[src/rtl/seq_det_pkg.sv]
// Shared types and helpers for the configurable serial pattern detector.
// Helpers work on a fixed 32-bit width so any module parameterisation can use them.
package seq_det_pkg;

    typedef enum logic {
        IDLE = 1'b0,
        RUN  = 1'b1
    } state_e;

    localparam int unsigned FN_W = 32;

    // Low `len` bits set; lengths of FN_W or more give an all-ones mask.
    function automatic logic [FN_W-1:0] len_mask(input logic [FN_W-1:0] len);
        logic [FN_W-1:0] one;
        one = 1;
        if (len >= FN_W) begin
            return '1;
        end
        return (one << len) - one;
    endfunction

    function automatic logic [FN_W-1:0] sat_inc(input logic [FN_W-1:0] val,
                                                input logic [FN_W-1:0] max_val);
        if (val >= max_val) begin
            return max_val;
        end
        return val + 1;
    endfunction

endpackage

[src/rtl/sat_counter.sv]
// Saturating event counter with synchronous clear; sat is registered alongside count.
module sat_counter
    import seq_det_pkg::*;
#(
    parameter int CNT_W = 8
) (
    input  logic             clk,
    input  logic             reset,
    input  logic             clr,
    input  logic             inc,
    output logic [CNT_W-1:0] count,
    output logic             sat
);

    logic [CNT_W-1:0] count_q, count_d;
    logic             sat_q;

    always_comb begin
        count_d = count_q;
        if (clr) begin
            count_d = '0;
        end else if (inc) begin
            count_d = CNT_W'(sat_inc(32'(count_q), 32'({CNT_W{1'b1}})));
        end
    end

    always_ff @(posedge clk) begin
        if (reset) begin
            count_q <= '0;
            sat_q   <= 1'b0;
        end else begin
            count_q <= count_d;
            sat_q   <= (count_d == {CNT_W{1'b1}});
        end
    end

    assign count = count_q;
    assign sat   = sat_q;

endmodule

[src/rtl/seq_detector_cfg.sv]
// Programmable serial pattern detector with Mealy match pulse, overlap control,
// input-valid qualification and a saturating match counter.
module seq_detector_cfg
    import seq_det_pkg::*;
#(
    parameter  int MAX_LEN = 8,
    parameter  int CNT_W   = 8,
    localparam int LEN_W   = $clog2(MAX_LEN + 1)
) (
    input  logic               clk,
    input  logic               reset,
    input  logic               cfg_load,
    input  logic [MAX_LEN-1:0] cfg_pattern,
    input  logic [LEN_W-1:0]   cfg_len,
    input  logic               cfg_overlap,
    input  logic               x_valid,
    input  logic               x,
    output logic               y,
    output logic               armed,
    output logic               cfg_err,
    output logic [CNT_W-1:0]   match_count,
    output logic               count_sat
);

    state_e               state_q;
    logic [MAX_LEN-1:0]   pat_q;
    logic [LEN_W-1:0]     len_q;
    logic                 ovl_q;
    logic [MAX_LEN-2:0]   hist_q, hist_d;
    logic [LEN_W-1:0]     fill_q, fill_d;
    logic                 cfg_err_q;

    logic [MAX_LEN-1:0]   window;
    logic [FN_W-1:0]      mask_full, win_ext, pat_ext;
    logic                 fill_ok, shift, match, len_legal;

    // Window = stored history with the current bit appended as the newest (LSB).
    assign window    = {hist_q, x};
    assign mask_full = len_mask(32'(len_q));
    assign win_ext   = FN_W'(window);
    assign pat_ext   = FN_W'(pat_q);
    assign fill_ok   = ({1'b0, fill_q} + (LEN_W+1)'(1)) >= {1'b0, len_q};
    assign shift     = (state_q == RUN) && x_valid && !cfg_load;
    assign match     = shift && !reset && fill_ok
                       && ((win_ext & mask_full) == (pat_ext & mask_full));
    assign len_legal = (cfg_len != '0) && (cfg_len <= LEN_W'(MAX_LEN));

    always_comb begin
        hist_d = window[MAX_LEN-2:0];
        fill_d = fill_q;
        if (match && !ovl_q) begin
            fill_d = '0;
        end else if (fill_q < len_q) begin
            fill_d = fill_q + LEN_W'(1);
        end
    end

    always_ff @(posedge clk) begin
        if (reset) begin
            state_q   <= IDLE;
            pat_q     <= '0;
            len_q     <= '0;
            ovl_q     <= 1'b0;
            hist_q    <= '0;
            fill_q    <= '0;
            cfg_err_q <= 1'b0;
        end else if (cfg_load) begin
            pat_q     <= cfg_pattern;
            len_q     <= cfg_len;
            ovl_q     <= cfg_overlap;
            hist_q    <= '0;
            fill_q    <= '0;
            state_q   <= len_legal ? RUN : IDLE;
            cfg_err_q <= !len_legal;
        end else if (shift) begin
            hist_q <= hist_d;
            fill_q <= fill_d;
        end
    end

    sat_counter #(.CNT_W(CNT_W)) u_match_cnt (
        .clk   (clk),
        .reset (reset),
        .clr   (cfg_load),
        .inc   (match),
        .count (match_count),
        .sat   (count_sat)
    );

    assign y       = match;
    assign armed   = (state_q == RUN);
    assign cfg_err = cfg_err_q;

endmodule

[config.mk]
export PLATFORM = sky130hd
export DESIGN_NAME = seq_detector_cfg
export DESIGN_NICKNAME = d
export VERILOG_FILES = /design/src/rtl/seq_det_pkg.sv /design/src/rtl/sat_counter.sv /design/src/rtl/seq_detector_cfg.sv
export SDC_FILE = /design/constraint.sdc
export NUM_CORES = 1
export LEC_CHECK = 0
export CAP_MARGIN = 10
export CELL_PAD_IN_SITES_DETAIL_PLACEMENT = 1
export CELL_PAD_IN_SITES_GLOBAL_PLACEMENT = 1
export CORE_MARGIN = 1
export CORE_UTILIZATION = 41
export CTS_CLUSTER_SIZE = 24
export DETAILED_ROUTE_END_ITERATION = 16
export PLACE_DENSITY = 0.86
export SYNTH_ARGS = -nofsm -noshare
export SYNTH_HDL_FRONTEND = slang
export SYNTH_SLANG_ARGS = --single-unit
[constraint.sdc]
create_clock -name clk -period 2.9 [get_ports clk]
set_input_delay 0.29 -clock clk [delete_from_list [all_inputs] [get_ports clk]]
set_output_delay 0.29 -clock clk [all_outputs]
set_load 0.01 [all_outputs]
======== After elaboration in Yosys (flattened, before gate mapping) ========
Cells that the tools add are included.
storage, ports and cells
  register bits after elaboration ......... 35
  input bits .............................. 18
  output and inout bits ................... 12
  logic and storage cells ................. 47
cells by class
  $add $sub $neg .......................... 4
  magnitude comparators ................... 4
  equality and inequality tests ........... 2
  shifts and indexed selects .............. 1
  multiplexer cells ....................... 10
  bitwise gates (word level) .............. 2
  reduce and logical (&&, ||, !) cells .... 15
operators by type and width
  operator                 number
  $and A8 B32 Y32          2
  $eq A32 B32 Y1           1
  $mux W8                  4
  $shl A1 B4 Y32 const A   1
  $sub A32 B1 Y32 const B  1
  $add A8 B1 Y8 const B    1
  $eq A8 B8 Y1 const B     1
  $ge A8 B8 Y1 const B     1
  $mux W4                  2
  $logic_and A1 B1 Y1      7
  $add A4 B1 Y5 const B    1
  $ge A5 B4 Y1             1
  $add A4 B1 Y4 const B    1
  $le A4 B4 Y1 const B     1
  $logic_not A1 Y1         4
  $lt A4 B4 Y1             1
  $mux W1                  4
  $reduce_bool A4 Y1       1
  $reduce_and A2 Y1        1
  $reduce_bool A2 Y1       1
  $reduce_or A2 Y1         1

======== Logic depth before layout (Yosys ltp) ========
  word-level depth ........................ 11
  mapped depth ............................ 12
  mapped depth without buffers ............ 10

======== Modules after synthesis ========
A second synthesis with hierarchy kept.
second synthesis, totals
  cell total of the unflattened synthesis .. 219
  area total of the unflattened synthesis .. 1958.1 µm²
by module, submodules not included
  module            instances  cells an instance  area an instance (µm²)
  seq_detector_cfg  1          171                1501.4
  sat_counter       1          48                 456.7

======== Worst setup path before layout ========
OpenSTA, ideal clock, no wires.
  path kind ............................... reg-to-reg
  start point ............................. reg len_q[1]
  end point ............................... reg u_match_cnt.count_q[7], in the netlist u_match_cnt.count[7]
  library setup time ...................... 0.079 ns
  arrival ................................. 2.434 ns
  data required time ...................... 2.821 ns
  setup slack ............................. 0.387 ns
  stages on the path, launching flop included .. 12
  path buffers ............................ 2
  clock period less this slack ............ 2.513 ns
  path through ............................ dfxtp_1 buf_6 or4_4 ha_1 and2_1 o2111ai_1 o2111a_1 nand3_4 inv_6 buf_12 a41oi_2 a211oi_2
between the ends
  longest elaborated chain between the ends .. 7
  elaborated cells between the ends (all ways) .. 10
  those cells by class .................... add/sub: 1; order compare: 1; eq/ne: 1; shift: 1; mux: 2; bitwise: 2; reduce/logical: 2
RTL lines
  element                 line                    text
  start, declared         seq_detector_cfg.sv:27  logic [LEN_W-1:0] len_q;
  start signal, assigned  seq_detector_cfg.sv:69  len_q <= cfg_len;
  $shl A1 B4 Y32          seq_det_pkg.sv:19       return (one << len) - one;
  $sub A32 B1 Y32         seq_det_pkg.sv:19
  $and A8 B32 Y32         seq_detector_cfg.sv:45  && ((win_ext & mask_full) == (pat_ext & mask_full));
  $eq A32 B32 Y1          seq_detector_cfg.sv:45
  $logic_and A1 B1 Y1 *   seq_detector_cfg.sv:45
  via y                   seq_detector_cfg.sv:18  output logic y,
  $mux W8 *               sat_counter.sv:22       end else if (inc) begin
  $mux W8 *               sat_counter.sv:20       if (clr) begin
  end signal, assigned    sat_counter.sv:32       count_q <= count_d;
  end, declared           sat_counter.sv:15       logic [CNT_W-1:0] count_q, count_d;
The timed path passes the listed nets; every way through them passes the cells marked *.
A chain may end at the register's enable or synchronous reset.

======== Worst setup path in the final report ========
  start point ............................. reg len_q[0]
  end point ............................... out y
between the ends
  longest elaborated chain between the ends .. 5
  elaborated cells between the ends (all ways) .. 8
  those cells by class .................... add/sub: 1; order compare: 1; eq/ne: 1; shift: 1; bitwise: 2; reduce/logical: 2
RTL lines
  element                line
  $shl A1 B4 Y32         seq_det_pkg.sv:19
  $sub A32 B1 Y32        seq_det_pkg.sv:19
  $and A8 B32 Y32        seq_detector_cfg.sv:45
  $eq A32 B32 Y1         seq_detector_cfg.sv:45
  $logic_and A1 B1 Y1 *  seq_detector_cfg.sv:45
  end, declared          seq_detector_cfg.sv:18
Every way passes the cells marked *; elsewhere a longest branch is shown, timed or not.

==> reports/metrics.csv <==
metric,value,unit
outcome,"finished, final reports clean",
Critical Path RT,2.61,ns
met1 Usage GRT,0.292,
final hold vios,0,
Tightest Pin Transition,0.502,ns
ys flop type,dfxtp_1,
DRT antenna net count,0,
"commonest non-fill, non-tap cell in the layout",dfxtp_1,
#FFs+latches synth,35,
Max Cap Viol,0,
static leakage,0.988,nW
CP Launch Type,register,
Hold Path End,hist_q[6],
"CTS clk-pin slew, worst paths",0.07,ns
Die Height,73.0,um
final setup fails,0,
Die ar.,5330,um2
CTS tree,yes,
GR Util met3,0.0456,
nets,296,
# H-tree levels,2,
Port Buffer Count,29,
Remaining DRCs,0,
"CP delay by family, top",simple AND/OR/NAND/NOR gates,
R2R setup slack,0.20,ns
Max-slew headroom,0.663,
post-synth net total,263,
max-slew violation count,0,
Worst Reg-to-Reg Cells,11,
ys async rst share,0,
row count,25,
busiest grt layer,met2,
crit path DAT,2.45,ns
Reg2Reg Capture Point,u_match_cnt.sat,
placed cells,326,
GPL Wtd Cong,0.919,
dpl hpwl,4020,um
Pre-Repair DR Iteration Count,4,
WL per Instance,16.7,um
Min Hold Slack,0.476,ns
sequential cell area fraction in the yosys report,0.339,
number of flops mapped to enable cells by yosys,0,
root buf cell,clkbuf_8,
Hold Startpoint,hist_q[6],
largest net degree at the start of global routing,20,
worst path bufs/invs,2,
worst vdd ir,0.344,mV
skew final,0.00624,ns
CP Depth,8,
vias in the first global route,1942,
crit path time final,2.74,ns
RSZ-0062 raised after global routing,no,
Pwr Density,404,nW/um2
CP max stage cell,or4_4,
crit-path max FO,7,
mean post-synth cell area,8.83,um2
fin crit share,0.944,
crit path cell chain,or4_4 -> ha_4 -> and2_1 -> o2111ai_1 -> o2111a_2 -> nand3_4 -> inv_6 -> dlygate4sd2_1,
detailed-route via count,1865,
Area Overhead vs Synth,23.0,%
number of DRC markers in iteration 0,52,
Die Width,73.0,um
Overflow after GRT,0,
WL final,5560,um
Longest Clk Path Bufs,2,
Mapped Cells,234,
worst reg2reg path startpoint,fill_q[0],
share of cells above drive strength 1,0.131,
# diodes,0,
Tightest Hold Check Type,reg2reg,
Filler cells,564,
"Worst Path Class, Setup",reg2out,
clock latency on the worst-skew pair,0.29,ns
Core Region,4790,um2
Worst path max stage delay,0.56,ns
GRT Total Usage,0.234,
synth unique cells,58,
Via density,5.58,
CP endpoint kind,output port,
Num CTS Buffers,5,
hold depth,2,
Layout Cells excl Fill,334,
Max Clk Rate,365,MHz
most frequent cells in the layout,"dfxtp_1, nor2_1, clkdlybuf4s50_1, nand2_1, mux2i_1",
initial antenna violation count,0,
Clock Sink Count,35,
setup tns final,0,ns
global-route met2 utilization,0.401,
synthesized area,2070,um2
first-pass GRT wire length,9350,um
I/O Pins,30,
Starting Density,0.432,
yosys warns,0,
-- sequential cells by signal, indices dropped and copies added, names as in the netlist --
| register | flops |
|---|---|
| hist_q | 7 |
| ovl_q | 1 |
| fill_q | 4 |
| cfg_err | 1 |
| u_match_cnt.count | 8 |
| u_match_cnt.sat | 1 |
| armed | 1 |
| len_q | 4 |
| pat_q | 8 |
-- worst max path at each step --
| stage | from | slack [ns] | end |
|---|---|---|---|
| 3_5_place_dp | len_q[0] | 0.08 | y |
| 5_1_grt | fill_q[0] | 0.01 | u_match_cnt.sat |
| 4_1_cts | len_q[0] | 0.16 | y |
| 2_1_floorplan | len_q[1] | 0.39 | u_match_cnt.count[7] |
| 6_report | len_q[0] | 0.16 | y |
| 3_3_place_gp | len_q[0] | 0.13 | y |
-- logic make-up after synthesis --
family | count (synthesis) | share of synthesized area
and+or+nand+nor | 83 | 0.200
muxes | 14 | 0.0678
DFF | 35 | 0.339
AOI/OAI and AO/OA | 58 | 0.223
buffers and inverters | 21 | 0.0527
adders and majority gates | 11 | 0.0666
xor gates and xnor gates | 12 | 0.0509
-- cell type report --
class                   count  area [um2]  area share
multi-input cells         178        1270       0.500
flip-flops and latches     35         701       0.276
repair buffers             39         364       0.143
well taps                  67        83.8      0.0330
clock buffers               6        82.6      0.0325
inverters                   8        35.0      0.0138
clock inverters             1        5.00     0.00197
-- repair_timing --
| item | 4_1_cts | 5_1_grt |
|---|---|---|
| endpoints found under the setup margin | 1 | 0 |
| hold buffers | 0 | 0 |
| endpoints found under the hold margin | 0 | 0 |
| resized for setup | 4 | 0 |
| buffers inserted | 1 | 0 |
-- tightest hold or removal path, stage by stage (launching register included) --
cell and delay, ns:
dfxtp_1 0.32, nand2_1 0.06, a21oi_1 0.05
-- per-stage QoR --
step	area [um2]	setup WS (ns)	power [mW]	util
after detailed placement	2430	0.0806	0.672	0.508
final	2540	0.162	1.03	0.531
after floorplan	2070	0.387	0.613	-
after global routing	2540	0.0101	1.07	0.531
after global placement	2430	0.134	0.666	0.508
after CTS	2540	0.156	1.04	0.531
-- synth_stat cells, drive strengths merged, types with 2 or more instances --
cell / count / area (um2)
dfxtp: 35 / 701
nor2: 28 / 105
nand2: 22 / 82.6
a21oi: 14 / 77.6
mux2i: 14 / 140
ha: 11 / 138
clkbuf: 9 / 33.8
a211oi: 8 / 70.1
inv: 8 / 35.0
xor2: 7 / 61.3
nand3: 5 / 37.5
nor3: 5 / 25.0
xnor2: 5 / 43.8
and3: 4 / 25.0
and4: 4 / 35.0
buf: 4 / 40.0
a311oi: 3 / 32.5
and2: 3 / 18.8
nand2b: 3 / 18.8
o21a: 3 / 22.5
o21ai: 3 / 15.0
o22ai: 3 / 18.8
a31o: 2 / 17.5
a31oi: 2 / 12.5
nand4: 2 / 12.5
o2111ai: 2 / 17.5
o211ai: 2 / 15.0
or2: 2 / 12.5
-- where the power goes --
part	switching, mW	internal [mW]
combinational	0.0848	0.0800
clock	0.172	0.186
sequential	0.0104	0.494
total	0.267	0.760
-- routing by layer --
metal,share of wire,up-vias
met5,0,-
met4,0.014,0
met3,0.024,7
met2,0.50,23
met1,0.47,920
li1,-,915
Note: power is estimated with default switching activity, not from simulation.
